$ cat src/rtl/ser_link_pkg.sv
// Shared definitions for the start-framed serial link (serializer and
// deserializer sides).
//   rx_state_t     receiver FSM states
//   SER_WIDTH_DEF  default word width used by both ends of the link
package ser_link_pkg;

  localparam int SER_WIDTH_DEF = 8;

  typedef enum logic {
    IDLE = 1'b0,
    RECV = 1'b1
  } rx_state_t;

endpackage

$ cat src/rtl/sat_counter.sv
// Saturating up-counter for debug statistics.
//   clk  clock
//   rst  asynchronous active-high reset, clears q
//   inc  count enable, one increment per cycle
//   q    count value; holds at all-ones instead of wrapping
module sat_counter #(
  parameter int W = 8
) (
  input  logic         clk,
  input  logic         rst,
  input  logic         inc,
  output logic [W-1:0] q
);

  always_ff @(posedge clk or posedge rst) begin
    if (rst) begin
      q <= '0;
    end else if (inc && (q != {W{1'b1}})) begin
      q <= q + 1'b1;
    end
  end

endmodule

$ cat src/rtl/deserializer.sv
// Receive end of the start-framed serial link. A one-cycle start pulse is
// followed by WIDTH data bits, LSB first; the recovered word is offered on a
// valid/ready port. Early starts abort the frame (frame_err), words completed
// while the previous one is still unread overwrite it (overrun).
//   clk        clock
//   rst        asynchronous active-high reset
//   serial_in  serial data, one bit per cycle
//   start      frame sync, high one cycle before bit 0
//   out_data   recovered word
//   out_valid  word available
//   out_ready  consumer accepts the word
//   frame_err  1-cycle pulse, frame aborted by a start inside a frame
//   overrun    1-cycle pulse, unread word overwritten
//   frame_cnt  completed words, saturating
//   err_cnt    frame_err events, saturating
//
// state | meaning
// IDLE  | waiting for start; serial_in ignored
// RECV  | shifting in bits 0..WIDTH-1
module deserializer
  import ser_link_pkg::*;
#(
  parameter int WIDTH = SER_WIDTH_DEF,
  parameter int CNT_W = 8
) (
  input  logic             clk,
  input  logic             rst,
  input  logic             serial_in,
  input  logic             start,
  output logic [WIDTH-1:0] out_data,
  output logic             out_valid,
  input  logic             out_ready,
  output logic             frame_err,
  output logic             overrun,
  output logic [CNT_W-1:0] frame_cnt,
  output logic [CNT_W-1:0] err_cnt
);

  localparam int BW = $clog2(WIDTH);
  localparam logic [BW-1:0] LAST_BIT = BW'(WIDTH - 1);

  rx_state_t        state, state_n;
  logic [BW-1:0]    bit_cnt, bit_cnt_n;
  logic [WIDTH-1:0] sr, sr_n;
  logic [WIDTH-1:0] data_n;
  logic             valid_n, frame_err_n, overrun_n;
  logic             frame_inc, err_inc;

  always_ff @(posedge clk or posedge rst) begin
    if (rst) begin
      state     <= IDLE;
      bit_cnt   <= '0;
      sr        <= '0;
      out_data  <= '0;
      out_valid <= 1'b0;
      frame_err <= 1'b0;
      overrun   <= 1'b0;
    end else begin
      state     <= state_n;
      bit_cnt   <= bit_cnt_n;
      sr        <= sr_n;
      out_data  <= data_n;
      out_valid <= valid_n;
      frame_err <= frame_err_n;
      overrun   <= overrun_n;
    end
  end

  always_comb begin
    state_n     = state;
    bit_cnt_n   = bit_cnt;
    sr_n        = sr;
    data_n      = out_data;
    valid_n     = out_valid;
    frame_err_n = 1'b0;
    overrun_n   = 1'b0;
    frame_inc   = 1'b0;
    err_inc     = 1'b0;

    if (out_valid && out_ready) begin
      valid_n = 1'b0;
    end

    case (state)
      IDLE: begin
        if (start) begin
          state_n   = RECV;
          bit_cnt_n = '0;
        end
      end
      RECV: begin
        if (start) begin
          // The aborting start is also the start of the next frame.
          frame_err_n = 1'b1;
          err_inc     = 1'b1;
          bit_cnt_n   = '0;
          sr_n        = '0;
        end else begin
          sr_n      = {serial_in, sr[WIDTH-1:1]};
          bit_cnt_n = bit_cnt + 1'b1;
          if (bit_cnt == LAST_BIT) begin
            // Load the word on the same edge that samples its last bit so
            // out_valid appears WIDTH+1 cycles after start.
            state_n   = IDLE;
            bit_cnt_n = '0;
            data_n    = sr_n;
            valid_n   = 1'b1;
            overrun_n = out_valid && !out_ready;
            frame_inc = 1'b1;
          end
        end
      end
      default: begin
        state_n = IDLE;
      end
    endcase
  end

  sat_counter #(.W(CNT_W)) u_frame_cnt (
    .clk (clk),
    .rst (rst),
    .inc (frame_inc),
    .q   (frame_cnt)
  );

  sat_counter #(.W(CNT_W)) u_err_cnt (
    .clk (clk),
    .rst (rst),
    .inc (err_inc),
    .q   (err_cnt)
  );

endmodule
$ cat config.mk
export PLATFORM = sky130hd
export DESIGN_NAME = deserializer
export DESIGN_NICKNAME = d
export VERILOG_FILES = /design/src/rtl/ser_link_pkg.sv /design/src/rtl/sat_counter.sv /design/src/rtl/deserializer.sv
export SDC_FILE = /design/constraint.sdc
export NUM_CORES = 1
export LEC_CHECK = 0
export ABC_CLOCK_PERIOD_IN_PS = 1650
export CELL_PAD_IN_SITES_DETAIL_PLACEMENT = 0
export CELL_PAD_IN_SITES_GLOBAL_PLACEMENT = 1
export CORE_ASPECT_RATIO = 1.25
export CORE_MARGIN = 4
export CORE_UTILIZATION = 31
export CTS_CLUSTER_DIAMETER = 150
export DETAILED_ROUTE_END_ITERATION = 16
export GPL_TIMING_DRIVEN = 0
export PLACE_DENSITY = 0.6
export SLEW_MARGIN = 15
export SYNTH_ARGS = -nofsm -noshare
export SYNTH_HDL_FRONTEND = slang
export SYNTH_SLANG_ARGS = --single-unit
$ cat constraint.sdc
create_clock -name clk -period 1.65 [get_ports clk]
set_input_delay 0.33 -clock clk [delete_from_list [all_inputs] [get_ports clk]]
set_output_delay 0.33 -clock clk [all_outputs]
set_load 0.05 [all_outputs]
==> impl_results.md <==
- Status: finished clean
- Post-synthesis instance total: 154
- Mux contribution to synthesized area: 7.947%
- Sequential-to-total area share from yosys stat: between 50 and 60%
- Worst clock skew: 0.008237 ns
- Post-synthesis simple-gate area fraction: 15.75%
- Largest net degree at the start of global routing: 31
- Post-Route WL: 3412 µm
- GRT Max-Usage Layer: met2
- Cell Chain, Critical Path: dlygate4sd2_1
- DRT antenna net count: 0
- RD Place Congestion: 0.7128
- Initial drt markers: 74
- Core area: 0.005189 mm²
- WS Path Type: reg2out
- Ys flop type: dfrtp_1
- Leakage: around 1.1 nW
- Placed Cells: approximately 250
- Post-synth cell types: 34
- M3 GR Usage: under 10%
- Vias in the first global route: 1289
- Max-Slew Margin vs Limit: 66.32%
- Sw Ratio: 37.82%
- Ports: 32
- Synth-to-layout area growth: 27.30%
- CTS buffer count: 5
- Row cnt: 29
- DIE WIDTH: around 74 µm
- All-Layer GR Usage: between 10 and 15%
- # setup viols final: 0
- Global-route wire length before repair: 5975 µm
- WP buf/inv: 1
- Starting density of the core: between 30% and 40%
- Clk slew on worst S/H paths: 0.08 ns
- IO Port Bufs: 30
- CTS tree: built
- Residual DRC count: 0
- EDFF count, synth: 0
- First-pass detailed-route iteration total: 4
- Sink Count: 38
- Chip height: 90.81 µm
- RSZ-0062 raised after global routing: no
- Worst stage delay on the critical path: 0.56 ns
- Int Power: 0.001663 W
- Root buf cell: clkbuf_8
- Worst endpoint required time: 1.32 ns
- Via count: 1231
- Ys Warns: 0
- Sw Pwr: 0.001011 W
- Final nets: 202
- Total gr overflow: 0
- Wire per inst: roughly 13 µm
- Max frequency: around 630 MHz
- H-tree levels: 2
- Max clock buf depth: 2
- XOR/XNOR Fraction of Synth Area: 2.060%
- Max VDD drop: around 0.0005 V
- Pwr/cell area: 1235 mW/mm²
- CP Launch Type: register
- Antenna Cells: 0
- Total Power: around 0.0027 W
- Tightest Pin Transition: 0.5072 ns
- Post-Synth Adder-Cell Area: under 10%
- Met2 usage: 17.38%
- Share of layout cells above drive strength 1: 19.17%
- Worst-Skew Late Latency: between 0.2 and 0.3 ns
- Syn nets: roughly 160
- Fin crit period: around 1.6 ns
- Crit-path max FO: 4
- Detailed-placement wirelength estimate: 2491 µm
- Fin crit share: between 90% and 100%
- Logic pwr share: 31.5%
- CP endpoint kind: output port
- #FFs+latches synth: 38
- Worst path arrival time: 1.25 ns
- Met1 track utilization from global routing: 14.68%
- Avg Inst Size Synth: about 11 µm²
- Clk network pwr share: 24.3%
- Final-report hold violation count: 0
- Vias per cell: 4.827
- Cts hold-fix bufs: 0
- Slew Limit Fails: 0
- Sequential cell fraction of total power: 44.2%
- Die area: 0.006741 mm²
- Async SR Flop Fraction: 100.0%
- Slowest-stage cell, CP: dlygate4sd2_1
- Synth Area in Compound Gates: 9.713%
- Initial antenna violation count: 0
- Largest family of logic cells by synthesized area: simple AND/OR/NAND/NOR gates
- Max-cap viol count: 0
- HP Class: in2reg
- Synth Cell Area: about 0.0017 mm²
- Crit path max-delay family: buffers and inverters
- Non-Filler Instances: 255
## metrics by stage
step / utilization (%) / cell area [µm²] / TNS, ns / setup WS [ns] / hold WS, ns
6_report: 41.72 / 2165 / 0 / 0.07221 / 0.2548
5_1_grt: 41.72 / 2165 / 0 / 0.004620 / 0.2437
4_1_cts: 41.67 / 2162 / 0 / 0.02754 / 0.2464
3_5_place_dp: 40.56 / 2105 / 0 / 0.03437 / 0.4738
3_3_place_gp: 40.17 / 2085 / -15.93 / -0.5212 / 0.4647
2_1_floorplan: - / 1707 / 0 / 0.003107 / 0.4483
## sequential cells by signal, summed over array words and instances, names as in the netlist
| register | count |
|---|---|
| overrun | 1 |
| out_valid | 1 |
| out_data | 8 |
| frame_err | 1 |
| state | 1 |
| u_frame_cnt.q | 8 |
| sr | 7 |
| bit_cnt | 3 |
| u_err_cnt.q | 8 |
## cell usage in the layout, fill, tap and decap left out, types with 3 or more instances in the layout
master,synthesis,routed
ha_1,5,4
nor2_1,8,8
inv_1,11,10
xnor2_1,4,4
buf_6,3,3
dfrtp_2,0,5
nand3_1,4,4
clkdlybuf4s50_1,0,3
dfrtp_1,38,33
mux2i_1,6,6
clkbuf_8,0,6
o21ai_0,13,13
dlygate4sd2_1,0,23
nand2_1,24,24
mux2_2,4,4
a21oi_1,5,5
## cells in the mapped netlist (2+ instances only)
master   instances  area share (%)
a21oi_1          5             1.5
nand3_1          4             1.2
inv_1           11             2.4
dfrtp_1         38              56
o22ai_1          2            0.74
and3_2           2            0.88
mux2_4           2             1.8
nor3_1           2            0.59
mux2i_1          6             3.5
ha_1             5             3.7
and4_1           2             1.0
o21ai_0         13             3.8
nand2_1         24             5.3
buf_6            3             2.0
mux2_2           4             2.6
a31oi_1          2            0.74
nor2_1           8             1.8
and3_1           2            0.74
xnor2_1          4             2.1
## what timing repair did
| item | CTS | global route |
|---|---|---|
| setup endpoints to repair | 27 | 5 |
| gates resized for setup | 27 | 8 |
| buffers inserted | 0 | 0 |
| endpoints found under the hold margin | 0 | 0 |
## routing by layer
metal / vias to the layer above / part of all wire (%)
li1: 590 / -
met1: 605 / 44
met2: 32 / 49
met3: 4 / 5.7
met4: 0 / 0.97
met5: - / 0
## layout make-up
cell class              instances  area (µm²)
flip-flops and latches         38       957.2
multi-input cells             100       673.1
clock buffers                   7       86.33
well taps                      62       77.57
inverters                      11       41.29
plain buffers                   5       42.54
clock inverters                 1       5.005
fillers                       532        3024
repair buffers                 31       281.5
## kinds of logic after synthesis
group	count (synthesis)
buf+inv	16
simple gates	52
compound gates	27
mux	12
flops	38
fa+ha+maj	5
xor+xnor	4
## power by group through the flow
stage / clock [W] / sequential (W) / combinational, W
global placement: 0 / 0.00119 / 0.000907
detailed placement: 0 / 0.00121 / 0.000924
floorplan: 0 / 0.00156 / 0.000259
global route: 0.000726 / 0.00121 / 0.000912
CTS: 0.000685 / 0.00118 / 0.000851
finish: 0.000649 / 0.00118 / 0.000843
## worst paths after layout
| path | slack, ns | cells past startpoint | endpoint | start |
|---|---|---|---|---|
| worst max-delay path | 0.07 | 1 | frame_cnt[1] | u_frame_cnt.q[1] |
| worst min-delay path | 0.25 | 2 | bit_cnt[0] | start |
| worst max register to register | 0.11 | 5 | u_err_cnt.q[1] | u_err_cnt.q[0] |
| worst min register to register | 0.48 | 2 | out_data[0] | out_data[0] |
| max in group asynchronous | 0.94 | 3 | u_frame_cnt.q[0] | rst |
| min in group asynchronous | 0.28 | 2 | bit_cnt[0] | rst |
(Power assumes the default switching activity.)
